[src/rtl/lsb_rs.sv]
// lsb_rs: load/store reservation station feeding the load/store buffer.
// Optional LSB_RS_AGE_ORDER_EN: issue the oldest ready entry instead of the lowest-index one.
module lsb_rs #(
  parameter int RS_SIZE   = 4,
  parameter int RS_WIDTH  = 2,
  parameter int ROB_WIDTH = 4
) (
  input  logic                 clk_in,
  input  logic                 rst_in,
  input  logic                 rdy_in,
  input  logic                 clear,
  input  logic                 from_decoder,
  input  logic [3:0]           dec_op,
  input  logic [ROB_WIDTH-1:0] dec_tag,
  input  logic                 dec_rs1_rdy,
  input  logic [31:0]          dec_rs1_val,
  input  logic [ROB_WIDTH-1:0] dec_rs1_tag,
  input  logic                 dec_rs2_rdy,
  input  logic [31:0]          dec_rs2_val,
  input  logic [ROB_WIDTH-1:0] dec_rs2_tag,
  input  logic [31:0]          dec_imm,
  input  logic                 alu_cdb,
  input  logic [ROB_WIDTH-1:0] alu_cdb_tag,
  input  logic [31:0]          alu_cdb_data,
  input  logic                 lsb_cdb,
  input  logic [ROB_WIDTH-1:0] lsb_cdb_tag,
  input  logic [31:0]          lsb_cdb_data,
  output logic                 to_lsb,
  output logic [3:0]           to_lsb_op,
  output logic [ROB_WIDTH-1:0] to_lsb_tag,
  output logic [31:0]          to_lsb_wdata,
  output logic [31:0]          to_lsb_address,
  output logic                 rs_bsy
);
  localparam int CW = RS_WIDTH + 1;

  typedef struct packed {
    logic                 vld;
    logic [3:0]           op;
    logic [ROB_WIDTH-1:0] tag;
    logic [ROB_WIDTH-1:0] q1;
    logic [31:0]          v1;
    logic                 r1;
    logic [ROB_WIDTH-1:0] q2;
    logic [31:0]          v2;
    logic                 r2;
    logic [31:0]          imm;
  } ent_t;

  ent_t                ent_q [RS_SIZE];
  ent_t                ent_d [RS_SIZE];
  ent_t                new_ent;
  logic                iss_vld, dsp_free, dsp_vld;
  logic [RS_WIDTH-1:0] iss_idx, dsp_idx;
  logic [CW-1:0]       free_d;

`ifdef LSB_RS_AGE_ORDER_EN
  // Ages of valid entries stay compact (0 = oldest); stale ages of free slots are ignored.
  logic [RS_WIDTH-1:0] age_q [RS_SIZE];
  logic [RS_WIDTH-1:0] age_d [RS_SIZE];
  logic [CW-1:0]       vld_cnt;
`endif

  // Issue pick from pre-edge state only, so a wakeup or dispatch costs one cycle.
  always_comb begin
    iss_vld = 1'b0;
    iss_idx = '0;
    for (int i = 0; i < RS_SIZE; i++) begin
`ifdef LSB_RS_AGE_ORDER_EN
      if (ent_q[i].vld && ent_q[i].r1 && ent_q[i].r2 &&
          (!iss_vld || age_q[i] < age_q[iss_idx])) begin
`else
      if (ent_q[i].vld && ent_q[i].r1 && ent_q[i].r2 && !iss_vld) begin
`endif
        iss_vld = 1'b1;
        iss_idx = RS_WIDTH'(i);
      end
    end
  end

  always_comb begin
    dsp_free = 1'b0;
    dsp_idx  = '0;
    for (int i = RS_SIZE - 1; i >= 0; i--) begin
      if (!ent_q[i].vld) begin
        dsp_free = 1'b1;
        dsp_idx  = RS_WIDTH'(i);
      end
    end
    dsp_vld = from_decoder & dsp_free;
  end

  // Incoming op, with same-cycle CDB forwarding on both operands.
  always_comb begin
    new_ent     = '0;
    new_ent.vld = 1'b1;
    new_ent.op  = dec_op;
    new_ent.tag = dec_tag;
    new_ent.q1  = dec_rs1_tag;
    new_ent.v1  = dec_rs1_val;
    new_ent.r1  = dec_rs1_rdy;
    new_ent.q2  = dec_rs2_tag;
    new_ent.v2  = dec_rs2_val;
    new_ent.r2  = dec_rs2_rdy;
    new_ent.imm = dec_imm;
    if (!dec_rs1_rdy && alu_cdb && dec_rs1_tag == alu_cdb_tag) begin
      new_ent.v1 = alu_cdb_data; new_ent.r1 = 1'b1;
    end
    if (!dec_rs1_rdy && lsb_cdb && dec_rs1_tag == lsb_cdb_tag) begin
      new_ent.v1 = lsb_cdb_data; new_ent.r1 = 1'b1;
    end
    if (!dec_rs2_rdy && alu_cdb && dec_rs2_tag == alu_cdb_tag) begin
      new_ent.v2 = alu_cdb_data; new_ent.r2 = 1'b1;
    end
    if (!dec_rs2_rdy && lsb_cdb && dec_rs2_tag == lsb_cdb_tag) begin
      new_ent.v2 = lsb_cdb_data; new_ent.r2 = 1'b1;
    end
    if (dec_op < 4'd5) new_ent.r2 = 1'b1;
  end

  always_comb begin
    free_d = '0;
    for (int i = 0; i < RS_SIZE; i++) begin
      ent_d[i] = ent_q[i];
      if (!ent_q[i].r1 && alu_cdb && ent_q[i].q1 == alu_cdb_tag) begin
        ent_d[i].v1 = alu_cdb_data; ent_d[i].r1 = 1'b1;
      end
      if (!ent_q[i].r1 && lsb_cdb && ent_q[i].q1 == lsb_cdb_tag) begin
        ent_d[i].v1 = lsb_cdb_data; ent_d[i].r1 = 1'b1;
      end
      if (!ent_q[i].r2 && alu_cdb && ent_q[i].q2 == alu_cdb_tag) begin
        ent_d[i].v2 = alu_cdb_data; ent_d[i].r2 = 1'b1;
      end
      if (!ent_q[i].r2 && lsb_cdb && ent_q[i].q2 == lsb_cdb_tag) begin
        ent_d[i].v2 = lsb_cdb_data; ent_d[i].r2 = 1'b1;
      end
      if (iss_vld && iss_idx == RS_WIDTH'(i)) ent_d[i].vld = 1'b0;
      if (dsp_vld && dsp_idx == RS_WIDTH'(i)) ent_d[i] = new_ent;
      free_d = free_d + {{RS_WIDTH{1'b0}}, ~ent_d[i].vld};
    end
  end

`ifdef LSB_RS_AGE_ORDER_EN
  always_comb begin
    vld_cnt = '0;
    for (int i = 0; i < RS_SIZE; i++) vld_cnt = vld_cnt + {{RS_WIDTH{1'b0}}, ent_q[i].vld};
    for (int i = 0; i < RS_SIZE; i++) begin
      age_d[i] = age_q[i];
      if (iss_vld && age_q[i] > age_q[iss_idx]) age_d[i] = age_q[i] - RS_WIDTH'(1);
      if (dsp_vld && dsp_idx == RS_WIDTH'(i))
        age_d[i] = RS_WIDTH'(vld_cnt - {{RS_WIDTH{1'b0}}, iss_vld});
    end
  end

  always_ff @(posedge clk_in) begin
    if (rst_in) begin
      for (int i = 0; i < RS_SIZE; i++) age_q[i] <= '0;
    end else if (rdy_in && !clear) begin
      for (int i = 0; i < RS_SIZE; i++) age_q[i] <= age_d[i];
    end
  end
`endif

  // clear outranks rdy_in so a flush is never lost to a stall.
  always_ff @(posedge clk_in) begin
    if (rst_in) begin
      for (int i = 0; i < RS_SIZE; i++) ent_q[i] <= '0;
      to_lsb         <= 1'b0;
      to_lsb_op      <= '0;
      to_lsb_tag     <= '0;
      to_lsb_wdata   <= '0;
      to_lsb_address <= '0;
      rs_bsy         <= 1'b1;
    end else if (clear) begin
      for (int i = 0; i < RS_SIZE; i++) ent_q[i].vld <= 1'b0;
      to_lsb <= 1'b0;
      rs_bsy <= 1'b1;
    end else if (rdy_in) begin
      for (int i = 0; i < RS_SIZE; i++) ent_q[i] <= ent_d[i];
      to_lsb <= iss_vld;
      if (iss_vld) begin
        to_lsb_op      <= ent_q[iss_idx].op;
        to_lsb_tag     <= ent_q[iss_idx].tag;
        to_lsb_wdata   <= ent_q[iss_idx].v2;
        to_lsb_address <= ent_q[iss_idx].v1 + ent_q[iss_idx].imm;
      end
      rs_bsy <= (free_d >= CW'(2));
    end
  end
endmodule
[config.mk]
export PLATFORM = sky130hd
export DESIGN_NAME = lsb_rs
export DESIGN_NICKNAME = d
export VERILOG_FILES = /design/src/rtl/lsb_rs.sv
export SDC_FILE = /design/constraint.sdc
export NUM_CORES = 1
export LEC_CHECK = 0
export BUFFER_PORTS_ARGS = -buffer_cell sky130_fd_sc_hd__buf_2
export CAP_MARGIN = 20
export CORE_MARGIN = 2
export CORE_UTILIZATION = 55
export DETAILED_ROUTE_END_ITERATION = 7
export PLACE_DENSITY = 0.81
export SLEW_MARGIN = 20
export SYNTH_ARGS = -nofsm -noshare
export SYNTH_HDL_FRONTEND = slang
export SYNTH_SLANG_ARGS = --single-unit
[constraint.sdc]
create_clock -name clk_in -period 9.2 [get_ports clk_in]
set_clock_uncertainty 0.15 [all_clocks]
set_input_delay 1.84 -clock clk_in [delete_from_list [all_inputs] [get_ports clk_in]]
set_output_delay 1.84 -clock clk_in [all_outputs]
set_load 0.1 [all_outputs]
==> metrics <==
sequential fraction of the synthesis area=about half; critical path, cell by cell=nand3_1 > nand2_1 > or3_1 > buf_4 > nand2_2 > nand2_1 > a31oi_1 > ha_1 > fa_1 > a21o_1 > a2bb2oi_1 > a21oi_1 > nand3_1 > a31oi_1 > a41o_1 > a31oi_1 > nor4_1 > nand3b_1; R2R depth=18; vias=25015; global route total overflow=0; Ports=267; core area=between 50000 and 60000 sq um; critical path startpoint category=register; Worst R2R End=to_lsb_address[30]$_SDFFE_PP0P_; Final ANT Viol Nets=0; first-pass GRT wire length=143000 um; clock-pin slew on the worst setup and hold paths=~0.060 ns; htree depth=2; clk sink count=534; initial antenna violation count=6; Cell Rows=85; crit-path most repeated cell=a31oi_1; post-CTS resize count=0; overall routed net length=94900 um; flops & latches, synth=534; Hold Fails Final Rpt=0; hold wc startpoint=to_lsb_address[19]$_SDFFE_PP0P_; area grow syn2layout=11.4%; final setup vio count=0; worst-skew pair later-pin latency=0.61 ns; ys flop type=edfxtp_1; drt first pass iters=8; total negative slack=0 ns; post-detail-place hpwl=between 60000 and 70000 um; Avg Inst Size Synth=10.1 sq um; final net count=3276; crit path time final=5.74 ns; status=completed; unrepaired setup endpoints after global routing=false; CP Capture Type=register; die width=238 um; Worst R2R Start=ent_q[1][114]$_SDFFCE_PP0P_; initial core utilization=55.9%; critical path's largest stage delay=0.80 ns; fin crit share=a little over three fifths; vias per cell=6.59; GRT Total Usage=between 30% and 40%; Cells after Synth=roughly 3000; Hold Path Sink=to_lsb_address[19]$_SDFFE_PP0P_; Lkg Pwr=roughly 15 nW; share of cells above drive strength 1=14.2%; Yosys top cell by area=edfxtp_1; Hold-fix buffers, CTS=0; area share of the largest cell type after synthesis=a little under half; worst-path maximum fanout=slightly below 50; pwr dens=roughly 180 nW/um^2; Hold/Removal Path Class=register to register; Die ar.=56800 sq um; cts bufs inserted=56; die height=238 um; CTS tree=yes; max_cap viols=0; WP data required=9.55 ns; CP max-delay cell=nand2_2; Synth Warn #=0; CTS Root Cell=clkbuf_16; worst endpoint data arrival time=6.09 ns; DR WL/cell=approximately 25 um; vias in the first global route=24589; PnR Total Power=5.99 mW; hold_ws=0.299 ns; CP Class=register to register; number of I/O port buffers=266; Hold Crit Depth=2; DR iter-0 viols=2995; Max Clk Rate=174 MHz; Synth Net Count=3219; number of flops mapped to enable cells by yosys=459; max-slew violations=0; Bufs on Longest Clock Path=3; synthesized area=30200 sq um; post-synth cell types=65; ys async rst share=0%; measured slew at the worst slew-check pin=1.19 ns; Relative slew margins=20.8%; pin count of the biggest net entering global routing=~100; R2R Setup Slk=3.46 ns; Setup Fix Bufs, Post-CTS=0; Peak supply drop=0.144 mV; DRC=0; Synth area leaders=edfxtp_1 (46%), mux2i_1 (11%), a211oi_1 (7.6%), nor2_1 (6.1%), dfxtp_1 (5.0%); RD Place Congestion=0.926
==> power breakdown <==
group / switching, mW / internal (mW) / leakage, nW / total (mW)
sequential: 0.0501 / 2.80 / 5.31 / 2.85
combinational: 0.574 / 0.258 / 8.60 / 0.833
clock: 0.968 / 1.34 / 0.889 / 2.31
==> cell usage in the layout, fill, tap and decap left out, types with 7 or more instances in the layout <==
| cell type | count |
|---|---|
| nor2_1 | 480 |
| edfxtp_1 | 459 |
| mux2i_1 | 320 |
| a211oi_1 | 304 |
| buf_2 | 265 |
| and2_1 | 178 |
| nand2_1 | 171 |
| a21oi_1 | 164 |
| nor3_1 | 86 |
| dfxtp_1 | 75 |
| o22ai_1 | 59 |
| clkbuf_16 | 57 |
| xor2_1 | 51 |
| buf_4 | 46 |
| a221oi_1 | 41 |
| ha_1 | 31 |
| xnor2_1 | 29 |
| inv_1 | 23 |
| a222oi_1 | 22 |
| nand3_1 | 17 |
| a21o_1 | 16 |
| clkinv_1 | 14 |
| nand4b_1 | 14 |
| o21ai_0 | 13 |
| clkbuf_1 | 11 |
| clkinv_2 | 9 |
| a31oi_4 | 8 |
| and3_1 | 7 |
| bufinv_16 | 7 |
==> synth_stat cells (14+ instances only) <==
library cell / count
buf_1: 84
inv_1: 23
a21o_1: 16
o22ai_1: 59
ha_1: 31
clkbuf_1: 188
a222oi_1: 22
nand3_1: 19
nor3_1: 86
nand2_1: 180
a21oi_1: 164
nor2_1: 490
and2_1: 178
nand4b_1: 14
mux2i_1: 320
a221oi_1: 41
buf_2: 40
edfxtp_1: 459
xor2_1: 51
xnor2_1: 29
dfxtp_1: 75
a211oi_1: 304
==> metal layers <==
metal | GRT usage (%) | share of wire, % | routed length, um | vias to the layer above
met2 | 52.5 | 47 | 44300 | 1624
met3 | 7.36 | 12 | 11300 | 273
met5 | 0 | 0.052 | 49 | -
met4 | 13.5 | 3.4 | 3260 | 8
li1 | - | - | - | 11114
met1 | 43.3 | 38 | 36000 | 11996
==> how the worst max path moves through the flow <==
stage | depth (start not counted) | slack [ns] | from | to
global placement | 7 | 3.66 | rdy_in | ent_q[0][3]$_DFFE_PP_
finish | 18 | 3.46 | ent_q[1][114]$_SDFFCE_PP0P_ | to_lsb_address[30]$_SDFFE_PP0P_
floorplan | 7 | 3.68 | lsb_cdb_tag[1] | ent_q[1][32]$_SDFFCE_PP0P_
global route | 18 | 3.12 | ent_q[0][114]$_SDFFCE_PN0P_ | to_lsb_address[30]$_SDFFE_PP0P_
detailed placement | 18 | 3.53 | ent_q[1][114]$_SDFFCE_PP0P_ | to_lsb_address[30]$_SDFFE_PP0P_
CTS | 18 | 3.53 | ent_q[1][114]$_SDFFCE_PP0P_ | to_lsb_address[30]$_SDFFE_PP0P_
==> metrics by stage <==
step / worst slack [ns] / utilization (%) / instances / cell area (sq um)
floorplan: 3.68 / - / 2993 / 30200
detailed placement: 3.53 / 58.9 / 3687 / 31800
global route: 3.12 / 62.3 / 3793 / 33700
finish: 3.46 / 62.3 / 3794 / 33700
global placement: 3.66 / 58.8 / 3687 / 31800
CTS: 3.53 / 62.3 / 3790 / 33600
==> worst max-delay path, delay by kind of cell, from the launching register on <==
kind / cells / cell delay [ns]
compound gates: 7 / 1.44
simple gates: 8 / 2.29
buf+inv: 1 / 0.55
flops: 1 / 0.42
fa+ha+maj: 2 / 0.75
==> state kept, by name, indices dropped and copies added (netlist names) <==
| signal | count |
|---|---|
| ent_q | 460 |
| rs_bsy | 1 |
| to_lsb | 1 |
| to_lsb_address | 32 |
| to_lsb_op | 4 |
| to_lsb_tag | 4 |
| to_lsb_wdata | 32 |
==> area by class of cell <==
type	count	area [sq um]
diodes	3	7.51
clock buffers	70	1500
clock inverters	33	335
fillers	4327	20400
inverters	24	90.1
multi-input cells	2122	13900
flip-flops and latches	534	15300
well taps	696	871
repair buffers	312	1680
==> logic make-up after synthesis <==
group | synth area share, %
DFF | 50.6
AOI/OAI and AO/OA | 15.5
xor gates and xnor gates | 2.32
buffers and inverters | 4.36
muxes | 10.6
and+or+nand+nor | 15.2
adders and majority gates | 1.42
No activity file was read; power rests on OpenSTA's default activity.
